<file path="src/rtl/sub_pkg.sv">
// Shared types and helpers for the serial subtractor.
package sub_pkg;

  typedef enum logic [1:0] {
    IDLE = 2'd0,
    RUN  = 2'd1,
    DONE = 2'd2
  } sub_state_t;

  localparam int DEF_WIDTH = 8;
  localparam int DEF_DIGIT = 4;

  // True when the operand width splits into a whole number of digits.
  function automatic bit digit_fits(input int width, input int digit);
    return (digit > 0) && (width >= digit) && ((width % digit) == 0);
  endfunction

endpackage

</file>
<file path="src/rtl/full_subtractor.sv">
// One-bit full subtractor: d = a - b - bi, bo is the borrow out.
module full_subtractor (
  input  logic a,
  input  logic b,
  input  logic bi,
  output logic d,
  output logic bo
);

  assign d  = a ^ b ^ bi;
  assign bo = (~a & b) | (~a & bi) | (b & bi);

endmodule

</file>
<file path="src/rtl/serial_subtractor.sv">
// Multi-cycle ripple-borrow subtractor: diff = a - b - bin, DIGIT bits per clock.
// Handshake: a transfer happens on a rising edge where valid & ready are both
// high; valid must not depend on ready; ready is decoded from state only
// (in_ready only in IDLE, out_valid only in DONE).
module serial_subtractor
  import sub_pkg::*;
#(
  parameter int WIDTH = DEF_WIDTH,
  parameter int DIGIT = DEF_DIGIT
) (
  input  logic             clk,
  input  logic             rst_n,
  input  logic             in_valid,
  output logic             in_ready,
  input  logic [WIDTH-1:0] a,
  input  logic [WIDTH-1:0] b,
  input  logic             bin,
  output logic             out_valid,
  input  logic             out_ready,
  output logic [WIDTH-1:0] diff,
  output logic             bout,
  output logic             ovf,
  output logic [1:0]       dbg_state
);

  localparam int N  = WIDTH / DIGIT;
  localparam int CW = (N > 1) ? $clog2(N) : 1;

  generate
    if (!digit_fits(WIDTH, DIGIT)) begin : g_bad_digit
      $error("serial_subtractor: WIDTH must be a multiple of DIGIT");
    end
  endgenerate

  sub_state_t state, state_next;

  logic [WIDTH-1:0] a_sh, b_sh, diff_sh, diff_sh_next;
  logic [WIDTH-1:0] dig_ext;
  logic             brw;
  logic [CW-1:0]    cnt;
  logic             last_digit;
  logic             a_msb, b_msb;
  logic [WIDTH-1:0] diff_q;
  logic             bout_q, ovf_q;

  logic [DIGIT-1:0] dig_d;
  logic [DIGIT:0]   dig_chain;

  // Per-cycle digit datapath: DIGIT full subtractors rippling the borrow.
  assign dig_chain[0] = brw;
  generate
    for (genvar i = 0; i < DIGIT; i++) begin : g_digit
      full_subtractor u_fs (
        .a  (a_sh[i]),
        .b  (b_sh[i]),
        .bi (dig_chain[i]),
        .d  (dig_d[i]),
        .bo (dig_chain[i+1])
      );
    end
  endgenerate

  assign dig_ext      = WIDTH'(dig_d) << (WIDTH - DIGIT);
  assign diff_sh_next = (diff_sh >> DIGIT) | dig_ext;
  assign last_digit   = (cnt == CW'(N - 1));

  // State register.
  always_ff @(posedge clk or negedge rst_n) begin
    if (!rst_n) state <= IDLE;
    else        state <= state_next;
  end

  // Next-state decode; ready/valid are pure functions of state.
  always_comb begin
    state_next = state;
    in_ready   = 1'b0;
    out_valid  = 1'b0;
    case (state)
      IDLE: begin
        in_ready = 1'b1;
        if (in_valid) state_next = RUN;
      end
      RUN: begin
        if (last_digit) state_next = DONE;
      end
      DONE: begin
        out_valid = 1'b1;
        if (out_ready) state_next = IDLE;
      end
      default: state_next = IDLE;
    endcase
  end

  // Operand shifting, borrow ripple and result capture.
  always_ff @(posedge clk or negedge rst_n) begin
    if (!rst_n) begin
      a_sh    <= '0;
      b_sh    <= '0;
      diff_sh <= '0;
      brw     <= 1'b0;
      cnt     <= '0;
      a_msb   <= 1'b0;
      b_msb   <= 1'b0;
      diff_q  <= '0;
      bout_q  <= 1'b0;
      ovf_q   <= 1'b0;
    end else begin
      case (state)
        IDLE: begin
          if (in_valid) begin
            a_sh  <= a;
            b_sh  <= b;
            brw   <= bin;
            cnt   <= '0;
            a_msb <= a[WIDTH-1];
            b_msb <= b[WIDTH-1];
          end
        end
        RUN: begin
          a_sh    <= a_sh >> DIGIT;
          b_sh    <= b_sh >> DIGIT;
          brw     <= dig_chain[DIGIT];
          diff_sh <= diff_sh_next;
          if (last_digit) begin
            // Results land in separate registers so they stay put until the
            // next completion, regardless of later shifting.
            cnt    <= '0;
            diff_q <= diff_sh_next;
            bout_q <= dig_chain[DIGIT];
            ovf_q  <= (a_msb ^ b_msb) & (dig_d[DIGIT-1] ^ a_msb);
          end else begin
            cnt <= cnt + 1'b1;
          end
        end
        default: ;
      endcase
    end
  end

  assign diff      = diff_q;
  assign bout      = bout_q;
  assign ovf       = ovf_q;
  assign dbg_state = state;

endmodule

</file>
<file path="config.mk">
export PLATFORM = sky130hd
export DESIGN_NAME = serial_subtractor
export DESIGN_NICKNAME = d
export VERILOG_FILES = /design/src/rtl/sub_pkg.sv /design/src/rtl/full_subtractor.sv /design/src/rtl/serial_subtractor.sv
export SDC_FILE = /design/constraint.sdc
export NUM_CORES = 1
export LEC_CHECK = 0
export ABC_AREA = 1
export CAP_MARGIN = 20
export CELL_PAD_IN_SITES_DETAIL_PLACEMENT = 0
export CELL_PAD_IN_SITES_GLOBAL_PLACEMENT = 1
export CORE_UTILIZATION = 33
export CTS_BUF_LIST = sky130_fd_sc_hd__clkbuf_4
export DETAILED_ROUTE_END_ITERATION = 16
export MAX_ROUTING_LAYER = met4
export PLACE_DENSITY_LB_ADDON = 0.1
export SYNTH_ARGS = -nofsm -noshare
export SYNTH_HDL_FRONTEND = slang
export SYNTH_HIERARCHICAL = 1
export SYNTH_SLANG_ARGS = --single-unit
</file>
<file path="constraint.sdc">
create_clock -name clk -period 2.8 [get_ports clk]
set_clock_uncertainty 0.05 [all_clocks]
set_input_delay 0.42 -clock clk [delete_from_list [all_inputs] [get_ports clk]]
set_output_delay 0.42 -clock clk [all_outputs]
set_load 0.05 [all_outputs]
</file>
# Word level (Yosys, flattened, before mapping)
# Index checks and enable logic that the tools add are counted.
[word_totals]
mem_count = 0
output_inout_bits = 14
latchBits = 0
register_bits = 40
romBits = 0
wordCells = 74
ram_bits = 0
[classes]
muxes = 15
shifts = 0
n_div = 0
n_mul = 0
order_cmp = 0
reduce_logical = 6
n_eq_ne = 5
addsub = 1
bitwise = 36
[ops]
columns = ["op", "n"]
rows = [
  ["one-hot mux 8 bit (2 select lines)", 2],
  ["2-to-1 mux 8 bit", 2],
  ["AND 1 bit", 13],
  ["XOR 1 bit", 10],
  ["bitwise OR 1 bit", 8],
  ["bitwise OR 4 x 8 -> 8 bit", 1],
  ["2-to-1 mux 2 bit", 3],
  ["!= test 2 bit, second input constant", 3],
  ["one-hot mux 2 bit (3 select lines)", 1],
  ["AND reduction 2 bit", 3],
  ["2-to-1 mux 1 bit", 5],
  ["NOT 1 bit", 4],
  ["one-hot mux 1 bit (2 select lines)", 2],
  ["AND reduction 3 bit", 1],
  ["== test 2 x 1 -> 1 bit, second input constant", 1],
  ["== test 2 bit, second input constant", 1],
  ["zero test 2 bit", 1],
  ["nonzero test 2 bit", 1],
  ["adder 1 bit, second input constant", 1],
]

# Longest topological paths before layout
# Gate-level depths: netlist of the first run.
[depth]
word_depth = 14
ltp_mapped = 11
mapped_depth_nobuf = 11

# Modules after synthesis
# Netlist of the first run, hierarchy kept.
[by_module_without_submodules]
columns = ["mod", "n_inst", "cells_each", "area_each_um2"]
rows = [
  ["serial_subtractor", 1, 185, 1585.3],
  ["full_subtractor", 4, 3, 27.5],
]

# Least setup slack after synthesis of the first run
# OpenSTA, ideal clock, no wires.
[synth_timing]
path_kind = "register -> register"
start = "reg a_sh[0]"
end = "reg ovf_q, in the netlist ovf"
synth_period_minus_slack_ns = 2.483
path_stages_with_launch = 12
required_ns = 2.684
path_buffers = 0
slack_ns = 0.317
arrival_time_ns = 2.367
cell_sequence = "dfrtp_1 > inv_1 > fa_1 > fa_1 > fa_1 > fa_1 > inv_1 > inv_1 > nand3_1 > nand2_1 > nand2_1 > nand2_1"
[synth_via]
elab_chain_len = 13
word_cells_on_any_way = 16
classes_between = "bitwise: 16"
[synth_rtl]
columns = ["element", "line", "rtl"]
rows = [
  ["start, declared", "serial_subtractor.sv:37", "logic [WIDTH-1:0] a_sh, b_sh, diff_sh, diff_sh_next;"],
  ["start signal, assigned", "serial_subtractor.sv:120", "a_sh <= a_sh >> DIGIT;"],
  ["NOT 1 bit (*)", "full_subtractor.sv:11", "assign bo = (~a & b) | (~a & bi) | (b & bi);"],
  ["AND 1 bit", "full_subtractor.sv:11", ""],
  ["bitwise OR 1 bit (*) (2 in series)", "full_subtractor.sv:11", ""],
  ["named net dig_chain[1]", "serial_subtractor.sv:47", "logic [DIGIT:0] dig_chain;"],
  ["AND 1 bit", "full_subtractor.sv:11", ""],
  ["bitwise OR 1 bit", "full_subtractor.sv:11", ""],
  ["bitwise OR 1 bit (*)", "full_subtractor.sv:11", ""],
  ["named net dig_chain[2]", "serial_subtractor.sv:47", ""],
  ["AND 1 bit", "full_subtractor.sv:11", ""],
  ["bitwise OR 1 bit", "full_subtractor.sv:11", ""],
  ["bitwise OR 1 bit (*)", "full_subtractor.sv:11", ""],
  ["named net dig_chain[3]", "serial_subtractor.sv:47", ""],
  ["XOR 1 bit (*)", "full_subtractor.sv:10", "assign d = a ^ b ^ bi;"],
  ["XOR 1 bit (*)", "serial_subtractor.sv:130", "ovf_q <= (a_msb ^ b_msb) & (dig_d[DIGIT-1] ^ a_msb);"],
  ["AND 1 bit (*)", "serial_subtractor.sv:130", ""],
  ["end signal, assigned", "serial_subtractor.sv:130", ""],
  ["end, declared", "serial_subtractor.sv:44", "logic bout_q, ovf_q;"],
]
# Mark *: on every way through the listed nets, which the timed path passes. The rest lies on a longest branch.
# A chain may end at the register's enable or synchronous reset.

# Worst setup path after layout of the first run
# Ends and elaborated chain as after synthesis.

==> results.sh, run 1 <==
export IMPL_core_rowCount=25
export IMPL_leading_cell_types_in_the_layout_fill_and_taps_excluded="sky130_fd_sc_hd__nand2_1 (91), sky130_fd_sc_hd__dfrtp_1 (36), sky130_fd_sc_hd__clkdlybuf4s50_1 (34)"
export IMPL_htree_num_levels=2
export IMPL_drt_pre_antenna_iters=4
export IMPL_criticalPathCategory="register to register"
export IMPL_cp_common_cell="sky130_fd_sc_hd__fa_1"
export IMPL_n_antenna_cell=0
export IMPL_die_area_um2=5430
export IMPL_worst_path_dominant_cell_family="adder cells"
export IMPL_p_leak_nw=1.09
export IMPL_remaining_drc_errors=0
export IMPL_design_final_nets=259
export IMPL_vias=1325
export IMPL_chipWidth_um=73.7
export IMPL_critical_path_startpoint_category="register"
export IMPL_rsz0062_at_grt="no"
export IMPL_synthToLayoutAreaGrowth_pct=25.0
export IMPL_hold_viol_final=0
export IMPL_final_period_utilization_pct=94.3
export IMPL_critical_path_peak_fanout=3
export IMPL_synth_fp_nets=222
export IMPL_yosysUniqueCellTypes=17
export IMPL_buffer_ports_inserted=34
export IMPL_fp_dieH_um=73.7
export IMPL_setup_viol=0
export IMPL_worst_path_buf_inv=3
export IMPL_cts_setup_buffers=0
export IMPL_syn_cell_area_um2=1700
export IMPL_cts_hold_fix_buffers=0
export IMPL_drt_total_wl_um=3560
export IMPL_grtUsageTotal_pct=15.6
export IMPL_cts_buffers_inserted=5
export IMPL_finalInstanceArea_um2=2120
export IMPL_critPathArrivalTime_ns=2.86
export IMPL_register_area_share_after_synthesis_pct=53.1
export IMPL_maximum_ir_drop_on_the_vdd_rail_mv=0.704
export IMPL_period_minus_slack_ns=2.64
export IMPL_critPathRequiredTime_ns=3.02
export IMPL_grt_overflow_total=0
export IMPL_timing_slew_headroom_pct=66.8
export IMPL_grt_first_pass_wirelength_um=6110
export IMPL_synthesis_yosys_warnings=6
export IMPL_tritoncts_clock_tree="yes"
export IMPL_synth_top_cells_by_area="sky130_fd_sc_hd__dfrtp_1 (53%), sky130_fd_sc_hd__nand2_1 (20%), sky130_fd_sc_hd__nand3_1 (5.0%), sky130_fd_sc_hd__fa_1 (4.7%), sky130_fd_sc_hd__inv_1 (3.8%)"
export IMPL_n_fill_cell=515
export IMPL_outcome="finished, final reports clean"
export IMPL_post_route_cells_drive_above_1_share_pct=9.48
export IMPL_ant_nets=0
export IMPL_worst_setup_slack_after_layout_ns=0.160
export IMPL_dp_final_hpwl_um=2560
export IMPL_design_core_area_um2=4820
export IMPL_synth_largest_type_area_fraction_pct=53.1
export IMPL_cts_repair_resize_count=0
export IMPL_cts_clk_slew_worst_paths_ns=0.10
export IMPL_netlist_top_cell_by_area="sky130_fd_sc_hd__dfrtp_1"
export IMPL_place_inst=294
export IMPL_power_density_nw_per_um2=1260
export IMPL_timing_setup_tns_ns=0
export IMPL_grt_pass1_vias=1300
export IMPL_cts_root_buffer_cell="sky130_fd_sc_hd__clkbuf_4"
export IMPL_timing_worst_slew_pin_value_ns=0.497
export IMPL_crit_chain="inv_1 -> fa_1 -> fa_1 -> fa_1 -> fa_1 -> inv_1 -> inv_1 -> nand3_1 -> nand2_1 -> nand2_1 -> nand2_1"
export IMPL_drt_wirelength_per_cell_um=11.9
export IMPL_clk_sinks=36
export IMPL_fmax_mhz=379
export IMPL_report_final_slew_viol_count=0
export IMPL_critical_path_slowest_cell="sky130_fd_sc_hd__fa_1"
export IMPL_starting_density_pct=35.2
export IMPL_layout_cells_non_filler=299
export IMPL_postSynthRegisterBits=36
export IMPL_clock_tree_buffer_depth=2
export IMPL_critical_path_endpoint_type="register"
export IMPL_grt_max_degree=37
export IMPL_syn_mean_instance_area_um2=8.61
export IMPL_syn_instance_count=197
export IMPL_grt_antenna_before_repair=0
export IMPL_routabilityCongestion=0.717
export IMPL_post_place_ws_ns=0.185
export IMPL_most_common_library_cell_in_the_layout_ignoring_fill_and_taps="sky130_fd_sc_hd__nand2_1"
export IMPL_dpl_instance_area_um2=2080
export IMPL_clk_latency_ns=0.33
export IMPL_drt_iter0_drc=56
export IMPL_hold_worst_slack_ns=0.434
export IMPL_maxCapViolCount=0
export IMPL_cpPeakStageDelay_ns=0.50
export IMPL_vias_per_cell=4.43
export IMPL_hold_class="register to register"
export IMPL_number_of_top_level_design_ports=35
-- where the power goes --
part,internal [W],switching [W]
logic,0.000503,0.00100
registers,0.000761,0.000171
clock network,0.0000840,0.000152
total,0.00135,0.00132
-- synthesized netlist by cell type --
cell type                  n
sky130_fd_sc_hd__o21ai_4   1
sky130_fd_sc_hd__o31ai_1   1
sky130_fd_sc_hd__nor2_4    1
sky130_fd_sc_hd__inv_2     3
sky130_fd_sc_hd__o21ai_0   9
sky130_fd_sc_hd__nand3_1  17
sky130_fd_sc_hd__nor2_1    1
sky130_fd_sc_hd__nor2_2    2
sky130_fd_sc_hd__nand2_4   1
sky130_fd_sc_hd__o21ai_2   3
sky130_fd_sc_hd__buf_2     3
sky130_fd_sc_hd__fa_1      4
sky130_fd_sc_hd__inv_1    17
sky130_fd_sc_hd__nand2_2   3
sky130_fd_sc_hd__nand2_1  91
sky130_fd_sc_hd__buf_6     4
sky130_fd_sc_hd__dfrtp_1  36
-- final timing paths --
path / from / endpoint / slack (ns) / cells past startpoint
worst max-delay path: a_sh[0] / ovf / 0.16 / 11
worst min-delay path: diff_sh[6] / diff[2] / 0.43 / 2
worst max register to register: a_sh[0] / ovf / 0.16 / 11
worst min register to register: diff_sh[6] / diff[2] / 0.43 / 2
max in group asynchronous: rst_n / b_sh[1] / 1.91 / 2
min in group asynchronous: rst_n / diff[2] / 0.45 / 2
-- flip-flops by register name, summed over array words and instances, names as in the netlist --
name and count:
diff_sh 4, cnt 1, b_msb 1, a_msb 1, b_sh 8, diff 8, bout 1, a_sh 8
dbg_state 2, ovf 1, brw 1
-- through the flow --
step	power (W)	util, %
global route	0.00294	44.0
finish	0.00267	44.0
detailed placement	0.00247	43.2
floorplan	0.00207	-
global placement	0.00244	43.2
CTS	0.00271	44.0
-- worst reg2reg max path, stage by stage, from the launching register on --
cell and delay (ns):
sky130_fd_sc_hd__dfrtp_1 0.35, sky130_fd_sc_hd__inv_1 0.06, sky130_fd_sc_hd__fa_1 0.43, sky130_fd_sc_hd__fa_1 0.39, sky130_fd_sc_hd__fa_1 0.38, sky130_fd_sc_hd__fa_1 0.50
sky130_fd_sc_hd__inv_1 0.06, sky130_fd_sc_hd__inv_1 0.10, sky130_fd_sc_hd__nand3_1 0.09, sky130_fd_sc_hd__nand2_1 0.07, sky130_fd_sc_hd__nand2_1 0.04, sky130_fd_sc_hd__nand2_1 0.06
-- cell families (layout without fill, tap and decap cells) --
| family | count (synthesis) | in the layout | synth area share (%) |
|---|---|---|---|
| buffers and inverters | 27 | 62 | 7.97 |
| adder cells (fa/ha/maj) | 4 | 4 | 4.72 |
| AO/OA/AOI/OAI | 14 | 14 | 5.61 |
| flip-flops | 36 | 36 | 53.1 |
| AND/OR/NAND/NOR | 116 | 116 | 28.6 |
-- metal layers --
layer	track usage, %	vias up	wire [um]
li1	-	675	-
met1	19.6	617	1630
met2	24.8	26	1740
met3	3.43	7	134
met4	5.77	0	56
met5	-	-	0
-- cell type report --
class	count	area (um2)	area share [%]
Sequential cell	36	901	42.5
Inverter	20	75.1	3.54
Timing Repair Buffer	37	363	17.1
Multi-Input combinational cell	134	659	31.1
Tap cell	67	83.8	3.96
Clock buffer	5	37.5	1.77
(Power assumes the default switching activity.)
==> run 2, diff against run 1 <==
GPL_ROUTABILITY_DRIVEN = 0   (was not set)
==> results of run 2 <==
No change in the layout: final DEF, timing and power equal those of run 1.
==> run 3, diff against run 2 <==
SLEW_MARGIN = 20   (was not set)
==> results of run 3 <==
No change in the layout: final DEF, timing and power equal those of run 1.
